## config.mk

```make
export PLATFORM = sky130hd
export DESIGN_NAME = id_dispatch_queue_flat
export DESIGN_NICKNAME = d
export VERILOG_FILES = /design/src/rtl/id_dispatch_queue_pkg.sv /design/src/rtl/id_dispatch_queue_if.sv /design/src/rtl/id_dispatch_queue_fifo.sv /design/src/rtl/id_dispatch_queue.sv /design/src/flat_wrapper.sv
export SDC_FILE = /design/constraint.sdc
export NUM_CORES = 2
export LEC_CHECK = 0
export CAP_MARGIN = 0
export CORE_ASPECT_RATIO = 0.75
export CORE_MARGIN = 5
export CORE_UTILIZATION = 30
export CTS_CLUSTER_SIZE = 10
export DETAILED_ROUTE_END_ITERATION = 6
export PLACE_DENSITY = 0.58
export SYNTH_ARGS = -nofsm -noshare
export SYNTH_HDL_FRONTEND = slang
export SYNTH_SLANG_ARGS = --single-unit
```

## constraint.sdc

```tcl
create_clock -name clk -period 16.9 [get_ports clk]
set_input_delay 1.69 -clock clk [delete_from_list [all_inputs] [get_ports clk]]
set_output_delay 1.69 -clock clk [all_outputs]
set_load 0.05 [all_outputs]
```

## src/rtl/id_dispatch_queue_pkg.sv

```systemverilog
// Shared definitions for the decode-to-dispatch queue: unit codes,
// reserved encodings and the default layout of a queued entry.
package id_pkg;

  localparam int UNIT_W_DEF    = 2;
  localparam int PAYLOAD_W_DEF = 128;
  localparam int TAG_W_DEF     = 5;

  // Execution unit codes; the all-ones code marks an undecodable instruction.
  typedef enum logic [UNIT_W_DEF-1:0] {
    UNIT_ALU = 2'd0,
    UNIT_MUL = 2'd1,
    UNIT_LSU = 2'd2,
    UNIT_ERR = 2'd3
  } unit_e;

  // Lanes carrying this unit code are dropped at enqueue.
  localparam unit_e ERR_UNIT = UNIT_ERR;

  // Value of out_target while nothing has been dispatched since reset.
  localparam logic [TAG_W_DEF-1:0] TAG_INVALID = '1;

  // One queued instruction at the default widths; the queue stores the same
  // {unit, is_jump, payload} layout flattened to its parameterised width.
  typedef struct packed {
    unit_e                    unit;
    logic                     is_jump;
    logic [PAYLOAD_W_DEF-1:0] payload;
  } dispatch_entry_t;

endpackage

```

## src/rtl/id_dispatch_queue_if.sv

```systemverilog
// Decoder / ROB / reservation-station / ID-EX signals of the dispatch queue.
//
// Handshakes: decode lanes are taken on a rising edge when in_ready=1 and
// flush=0; in_ready depends only on registered occupancy, never on in_valid,
// so upstream holds its lanes while in_ready=0. On the dispatch side
// out_valid is a registered one-cycle strobe per dispatched entry; rob_alloc
// is high exactly in the cycle rob_avail_tag is consumed.
interface id_dispatch_queue_if #(
  parameter int DEPTH     = 8,
  parameter int ENQ_NUM   = 2,
  parameter int PAYLOAD_W = 128,
  parameter int UNIT_NUM  = 4,
  parameter int UNIT_W    = 2,
  parameter int TAG_W     = 5
);
  localparam int CNT_W = $clog2(DEPTH + 1);

  logic                          flush;
  logic [ENQ_NUM-1:0]            in_valid;
  logic [ENQ_NUM*UNIT_W-1:0]     in_unit;
  logic [ENQ_NUM-1:0]            in_is_jump;
  logic [ENQ_NUM*PAYLOAD_W-1:0]  in_payload;
  logic                          in_ready;
  logic                          rob_full;
  logic [TAG_W-1:0]              rob_avail_tag;
  logic                          rob_alloc;
  logic [UNIT_NUM-1:0]           rs_full;
  logic                          jump_done;
  logic                          out_valid;
  logic [UNIT_W-1:0]             out_unit;
  logic                          out_is_jump;
  logic [PAYLOAD_W-1:0]          out_payload;
  logic [TAG_W-1:0]              out_target;
  logic [CNT_W-1:0]              count;
  logic                          jump_stall;
  logic                          full_stall;

  modport master (
    output flush, in_valid, in_unit, in_is_jump, in_payload,
    output rob_full, rob_avail_tag, rs_full, jump_done,
    input  in_ready, rob_alloc, out_valid, out_unit, out_is_jump,
    input  out_payload, out_target, count, jump_stall, full_stall
  );

  modport slave (
    input  flush, in_valid, in_unit, in_is_jump, in_payload,
    input  rob_full, rob_avail_tag, rs_full, jump_done,
    output in_ready, rob_alloc, out_valid, out_unit, out_is_jump,
    output out_payload, out_target, count, jump_stall, full_stall
  );
endinterface

```

## src/rtl/id_dispatch_queue_fifo.sv

```systemverilog
// Multi-write, single-read circular store. Pointers carry one extra wrap bit
// so empty (equal) and full (low bits equal, MSB different) are distinct.
module dispatch_fifo #(
  parameter int DEPTH   = 8,
  parameter int ENQ_NUM = 2,
  parameter int W       = 8
) (
  input  logic                             clk,
  input  logic                             rst,
  input  logic                             clr,
  input  logic [$clog2(ENQ_NUM+1)-1:0]     wr_num,
  input  logic [ENQ_NUM*W-1:0]             wr_data,
  input  logic                             rd_en,
  output logic [W-1:0]                     rd_data,
  output logic                             empty,
  output logic [$clog2(DEPTH+1)-1:0]       count
);
  localparam int AW    = $clog2(DEPTH);
  localparam int PTR_W = AW + 1;
  localparam int CNT_W = $clog2(DEPTH + 1);

  logic [W-1:0]     mem [DEPTH];
  logic [PTR_W-1:0] head;
  logic [PTR_W-1:0] tail;

  // Pointer update: clear wins, otherwise advance by writes and the read.
  always_ff @(posedge clk or posedge rst) begin
    if (rst) begin
      head <= '0;
      tail <= '0;
    end else if (clr) begin
      head <= '0;
      tail <= '0;
    end else begin
      tail <= tail + PTR_W'(wr_num);
      head <= head + PTR_W'(rd_en);
    end
  end

  // Storage: the first wr_num packed slots land at consecutive tail slots.
  always_ff @(posedge clk) begin
    if (!clr) begin
      for (int k = 0; k < ENQ_NUM; k++) begin
        if (k < int'(wr_num)) begin
          mem[tail[AW-1:0] + AW'(k)] <= wr_data[k*W +: W];
        end
      end
    end
  end

  assign rd_data = mem[head[AW-1:0]];
  assign empty   = (head == tail);
  // Occupancy reaches DEPTH exactly when the pointers are in the full state.
  assign count   = CNT_W'(tail - head);
endmodule

```

## src/rtl/id_dispatch_queue.sv

```systemverilog
// Decode-to-dispatch buffer: compacts valid decode lanes into the queue and
// issues at most one head entry per cycle, tagging each with a ROB tag.
import id_pkg::*;

module id_dispatch_queue #(
  parameter int DEPTH     = 8,
  parameter int ENQ_NUM   = 2,
  parameter int PAYLOAD_W = PAYLOAD_W_DEF,
  parameter int UNIT_NUM  = 4,
  parameter int UNIT_W    = UNIT_W_DEF,
  parameter int TAG_W     = TAG_W_DEF
) (
  input  logic                 clk,
  input  logic                 rst,
  id_dispatch_queue_if.slave   bus
);
  localparam int CNT_W   = $clog2(DEPTH + 1);
  localparam int NUM_W   = $clog2(ENQ_NUM + 1);
  localparam int ENTRY_W = UNIT_W + 1 + PAYLOAD_W;
  localparam logic [UNIT_W-1:0] ERR_CODE  = UNIT_W'(ERR_UNIT);
  localparam logic [CNT_W-1:0]  READY_MAX = CNT_W'(DEPTH - ENQ_NUM);

  logic [CNT_W-1:0]           count;
  logic                       empty;
  logic [ENTRY_W-1:0]         head_entry;
  logic [UNIT_W-1:0]          head_unit;
  logic                       head_jump;
  logic [PAYLOAD_W-1:0]       head_payload;
  logic [ENQ_NUM*ENTRY_W-1:0] wr_flat;
  logic [NUM_W-1:0]           wr_num;
  logic [UNIT_NUM-1:0]        rs_busy;
  logic                       in_ready;
  logic                       fire;

  logic                       out_valid_q;
  logic [UNIT_W-1:0]          out_unit_q;
  logic                       out_is_jump_q;
  logic [PAYLOAD_W-1:0]       out_payload_q;
  logic [TAG_W-1:0]           out_target_q;
  logic                       jump_stall_q;

  // Room for a whole lane group, judged from registered occupancy only.
  assign in_ready = (count <= READY_MAX);

  // Lane compaction: accepted lanes pack downward, error-unit lanes vanish.
  always_comb begin
    int unsigned acc;
    acc     = 0;
    wr_flat = '0;
    for (int i = 0; i < ENQ_NUM; i++) begin
      if (in_ready && !bus.flush && bus.in_valid[i] &&
          (bus.in_unit[i*UNIT_W +: UNIT_W] != ERR_CODE)) begin
        wr_flat[acc*ENTRY_W +: ENTRY_W] = {bus.in_unit[i*UNIT_W +: UNIT_W],
                                           bus.in_is_jump[i],
                                           bus.in_payload[i*PAYLOAD_W +: PAYLOAD_W]};
        acc = acc + 1;
      end
    end
    wr_num = NUM_W'(acc);
  end

  dispatch_fifo #(
    .DEPTH   (DEPTH),
    .ENQ_NUM (ENQ_NUM),
    .W       (ENTRY_W)
  ) u_fifo (
    .clk     (clk),
    .rst     (rst),
    .clr     (bus.flush),
    .wr_num  (wr_num),
    .wr_data (wr_flat),
    .rd_en   (fire),
    .rd_data (head_entry),
    .empty   (empty),
    .count   (count)
  );

  assign head_unit    = head_entry[ENTRY_W-1 -: UNIT_W];
  assign head_jump    = head_entry[PAYLOAD_W];
  assign head_payload = head_entry[PAYLOAD_W-1:0];
  assign rs_busy      = bus.rs_full;

  assign fire = !empty && !bus.rob_full && !rs_busy[head_unit] &&
                !jump_stall_q && !bus.flush;

  // Dispatch register and jump stall; flush clears both ahead of everything.
  always_ff @(posedge clk or posedge rst) begin
    if (rst) begin
      out_valid_q   <= 1'b0;
      out_unit_q    <= '0;
      out_is_jump_q <= 1'b0;
      out_payload_q <= '0;
      out_target_q  <= '1;
      jump_stall_q  <= 1'b0;
    end else if (bus.flush) begin
      out_valid_q  <= 1'b0;
      jump_stall_q <= 1'b0;
    end else begin
      out_valid_q <= fire;
      if (fire) begin
        out_unit_q    <= head_unit;
        out_is_jump_q <= head_jump;
        out_payload_q <= head_payload;
        out_target_q  <= bus.rob_avail_tag;
        if (head_jump) jump_stall_q <= 1'b1;
      end else if (bus.jump_done) begin
        jump_stall_q <= 1'b0;
      end
    end
  end

  assign bus.in_ready    = in_ready;
  assign bus.rob_alloc   = fire;
  assign bus.out_valid   = out_valid_q;
  assign bus.out_unit    = out_unit_q;
  assign bus.out_is_jump = out_is_jump_q;
  assign bus.out_payload = out_payload_q;
  assign bus.out_target  = out_target_q;
  assign bus.count       = count;
  assign bus.jump_stall  = jump_stall_q;
  assign bus.full_stall  = !empty && bus.rob_full;
endmodule

```

## src/flat_wrapper.sv

```systemverilog
// flat-port wrapper written by rule: the top's interface ports become plain ports
module id_dispatch_queue_flat 
#(
  parameter int DEPTH     = 8,
  parameter int ENQ_NUM   = 2,
  parameter int PAYLOAD_W = PAYLOAD_W_DEF,
  parameter int UNIT_NUM  = 4,
  parameter int UNIT_W    = UNIT_W_DEF,
  parameter int TAG_W     = TAG_W_DEF
)
  (clk, rst, bus_flush, bus_in_valid, bus_in_unit, bus_in_is_jump, bus_in_payload, bus_rob_full, bus_rob_avail_tag, bus_rs_full, bus_jump_done, bus_in_ready, bus_rob_alloc, bus_out_valid, bus_out_unit, bus_out_is_jump, bus_out_payload, bus_out_target, bus_count, bus_jump_stall, bus_full_stall);
  id_dispatch_queue_if #(.DEPTH(DEPTH), .ENQ_NUM(ENQ_NUM), .PAYLOAD_W(PAYLOAD_W), .UNIT_NUM(UNIT_NUM), .UNIT_W(UNIT_W), .TAG_W(TAG_W)) bus_i ();
  input  logic clk;
  input  logic rst;
  input wire logic [$bits(bus_i.flush)-1:0] bus_flush;
  input wire logic [$bits(bus_i.in_valid)-1:0] bus_in_valid;
  input wire logic [$bits(bus_i.in_unit)-1:0] bus_in_unit;
  input wire logic [$bits(bus_i.in_is_jump)-1:0] bus_in_is_jump;
  input wire logic [$bits(bus_i.in_payload)-1:0] bus_in_payload;
  input wire logic [$bits(bus_i.rob_full)-1:0] bus_rob_full;
  input wire logic [$bits(bus_i.rob_avail_tag)-1:0] bus_rob_avail_tag;
  input wire logic [$bits(bus_i.rs_full)-1:0] bus_rs_full;
  input wire logic [$bits(bus_i.jump_done)-1:0] bus_jump_done;
  output wire logic [$bits(bus_i.in_ready)-1:0] bus_in_ready;
  output wire logic [$bits(bus_i.rob_alloc)-1:0] bus_rob_alloc;
  output wire logic [$bits(bus_i.out_valid)-1:0] bus_out_valid;
  output wire logic [$bits(bus_i.out_unit)-1:0] bus_out_unit;
  output wire logic [$bits(bus_i.out_is_jump)-1:0] bus_out_is_jump;
  output wire logic [$bits(bus_i.out_payload)-1:0] bus_out_payload;
  output wire logic [$bits(bus_i.out_target)-1:0] bus_out_target;
  output wire logic [$bits(bus_i.count)-1:0] bus_count;
  output wire logic [$bits(bus_i.jump_stall)-1:0] bus_jump_stall;
  output wire logic [$bits(bus_i.full_stall)-1:0] bus_full_stall;
  assign bus_i.flush = bus_flush;
  assign bus_i.in_valid = bus_in_valid;
  assign bus_i.in_unit = bus_in_unit;
  assign bus_i.in_is_jump = bus_in_is_jump;
  assign bus_i.in_payload = bus_in_payload;
  assign bus_i.rob_full = bus_rob_full;
  assign bus_i.rob_avail_tag = bus_rob_avail_tag;
  assign bus_i.rs_full = bus_rs_full;
  assign bus_i.jump_done = bus_jump_done;
  assign bus_in_ready = bus_i.in_ready;
  assign bus_rob_alloc = bus_i.rob_alloc;
  assign bus_out_valid = bus_i.out_valid;
  assign bus_out_unit = bus_i.out_unit;
  assign bus_out_is_jump = bus_i.out_is_jump;
  assign bus_out_payload = bus_i.out_payload;
  assign bus_out_target = bus_i.out_target;
  assign bus_count = bus_i.count;
  assign bus_jump_stall = bus_i.jump_stall;
  assign bus_full_stall = bus_i.full_stall;
  id_dispatch_queue #(.DEPTH(DEPTH), .ENQ_NUM(ENQ_NUM), .PAYLOAD_W(PAYLOAD_W), .UNIT_NUM(UNIT_NUM), .UNIT_W(UNIT_W), .TAG_W(TAG_W)) u_core (.clk(clk), .rst(rst), .bus(bus_i));
endmodule
```

==> metrics.txt <==
CTS root buf clkbuf_16; Final Hold Slack 0.504 ns; CP required 17.54 ns; crit end category register; via/cell ratio ~6.1; Top delay family on crit path buffers and inverters; busiest grt layer met2; Fill cells 18,300; met2 GRT Util 32.1%; Critical Path Fanout Max approximately 100; Synth Cell Area 58,400 sq um; placed inst area 63,800 sq um; commonest cells after routing, fill and taps aside a32o_1, edfxtp_1, clkdlybuf4s50_1; Worst Skew ~0.054 ns; fin. max-slew vios 0; design area between 60,000 and 70,000 sq um; Most common cell on crit path buf_4; Setup TNS 0 ns; Critical Path, Cell by Cell inv_1 -> ha_1 -> nor2b_1 -> o21ai_1 -> a21oi_1 -> o21ai_2 -> nor3_4 -> buf_4 -> buf_4 -> buf_4 -> buf_4 -> a32o_1; Ys Warns 0; die area roughly 200,000 sq um; met3 Usage GRT 4.56%; fmax 137 MHz; Starting Density between 30% and 40%; unrepaired setup endpoints after global routing no; Yosys reg bits 1,194; # clock sinks 1,194; largest net degree at the start of global routing 214; initial antenna violation count slightly below 70; routed via count approximately 40,000; Worst Setup Start Kind register; WL per Instance roughly 32 um; layout net count around 4,100; critical path's largest stage delay 1.00 ns; number of enable flip-flop cells after synthesis 1,048; vias in the first global route 40,300; Post-CTS Hold Buffers 0; chip height 392 um; core area 194,000 sq um; WP buf/inv 5; worst skew pair latency 0.79 ns; global-route wire length before repair ~300,000 um; Residual DRC 0; Setup-failing EPs final 0; final RePlAce weighted congestion 0.759; crit path DAT 7.94 ns; synth top area cells edfxtp_1, a32o_1, mux4_2; CP max stage cell dfrtp_4; post-synthesis async set-or-reset flop share 12.2%; status completed; sequential area share after synthesis approximately three fifths; CTS tree done; Worst-Margin Slew about 1.3 ns; postcts setup bufs 0; DRT Pass-1 Iters 7; H-tree lvl count 4; IO Port Bufs 422; Final ANT Viol Nets 0; final hold violation count 0; maximum vdd drop 104 uV; Worst Hold Class register to register; period utilization 43.2%; row count 140; Total Routing Usage GR roughly 20%; Cell variety after synth between 50 and 60; WS Path Type register to register; Slew HR 12.1%; fraction of layout instances using a drive strength above 1 roughly 17%; syn avg cell area 15.1 sq um; Synth Flop Type edfxtp_1; MaxCap Viol Count 0; Clock Pin Slew Worst Setup and Hold Paths 0.06 ns; Cells after Synth 3,868; total grt overflow 0; # IOs approximately 420; Mapped Nets 4,157; TritonCTS Buffers 141; minimum clock period 7.30 ns; FF+latch area 35,100 sq um; Yosys top cell by area edfxtp_1; Die W ~520 um; area occupied by multi-input gates between 20,000 and 25,000 sq um; WL final 205,000 um; met1 Use GR 25.1%; clock buffer depth 3; leakage power 0.0211 uW; post-CTS sizing 0; hpwl dp 110,000 um; Area growth, synth to finish 16.7%; iteration-0 DRC count of the detailed router ~5,400; Synth top area share 53.9%; Power Dens Cells approximately 130 nW/um^2
==> report_power, final <==
part / internal, uW / total, uW / leakage, uW / switching [uW]
sequential: 3510 / 3620 / 0.0115 / 119
combinational: 770 / 2050 / 0.00763 / 1280
clock: 1620 / 2890 / 0.00203 / 1260
==> synth_stat cells (all sizes together), types with 5 or more instances <==
cell type  count
dfstp          5
edfxtp      1048
nand3         11
inv           15
o21ai         15
nor2b          6
nand2        399
mux4         260
a32o        1048
ha             9
clkbuf       187
dfrtp        141
mux2         136
buf          524
mux2i          5
a21oi          7
nor2          10
==> through the flow <==
stage	instances	total power, uW	utilization, %	worst slack (ns)
after floorplan	3868	5060	-	2.62
after global placement	6212	5730	32.9	9.76
after detailed placement	6212	5740	32.9	9.75
after CTS	6462	8630	35.1	9.76
after global routing	6488	8870	35.1	9.23
final	6503	8560	35.1	9.60
==> path summary, 6_finish.rpt <==
kind                                                    startpoint  slack, ns  cells past startpoint                                 endpoint
setup / recovery                   u_core.u_fifo.head[1]$_DFF_PP0_       9.60                     12       u_core.u_fifo.mem[0][75]$_DFFE_PP_
hold / removal             u_core.bus.out_payload[117]$_DFFE_PP0P_       0.50                      1  u_core.bus.out_payload[117]$_DFFE_PP0P_
setup reg to reg                   u_core.u_fifo.head[1]$_DFF_PP0_       9.60                     12       u_core.u_fifo.mem[0][75]$_DFFE_PP_
hold reg to reg            u_core.bus.out_payload[117]$_DFFE_PP0P_       0.50                      1  u_core.bus.out_payload[117]$_DFFE_PP0P_
max in group asynchronous                                      rst      14.33                      3    u_core.bus.out_payload[5]$_DFFE_PP0P_
min in group asynchronous                                      rst       1.31                      2   u_core.bus.out_payload[84]$_DFFE_PP0P_
==> flip-flops by register name, indices dropped and copies added (netlist names) <==
signal                  cells
u_core.bus.jump_stall       1
u_core.bus.out_is_jump      1
u_core.bus.out_payload    128
u_core.bus.out_target       5
u_core.bus.out_unit         2
u_core.bus.out_valid        1
u_core.u_fifo.head          4
u_core.u_fifo.mem        1048
u_core.u_fifo.tail          4
==> worst register-to-register path, stage by stage (launching register included) <==
cell     delay, ns
dfrtp_4       1.00
inv_1         0.24
ha_1          0.35
nor2b_1       0.15
o21ai_1       0.08
a21oi_1       0.58
o21ai_2       0.48
nor3_4        0.31
buf_4         0.72
buf_4         0.97
buf_4         0.94
buf_4         0.94
a32o_1        0.39
==> layout make-up <==
cell class | count | area share (%)
tap | 2556 | 4.69
timing repair buffer | 499 | 7.25
sequential | 1194 | 51.6
clock inverter | 18 | 0.446
multi-input combinational | 1947 | 30.0
inverter | 16 | 0.110
antenna | 41 | 0.151
clock buffer | 232 | 5.80
==> metal layers <==
| layer | share of wire [%] | up-vias |
|---|---|---|
| li1 | - | 16200 |
| met1 | 38 | 20900 |
| met2 | 49 | 2442 |
| met3 | 10 | 356 |
| met4 | 2.9 | 36 |
| met5 | 0.12 | - |
==> cells by family after synthesis <==
logic type      after synthesis  synth area share (%)
fa+ha+maj                    11                 0.261
compound gates             1083                  18.4
xor+xnor                      7                 0.105
mux                         401                  12.7
buf+inv                     727                  5.29
flops                      1194                  60.2
simple gates                445                  3.07
(Power assumes the default switching activity.)
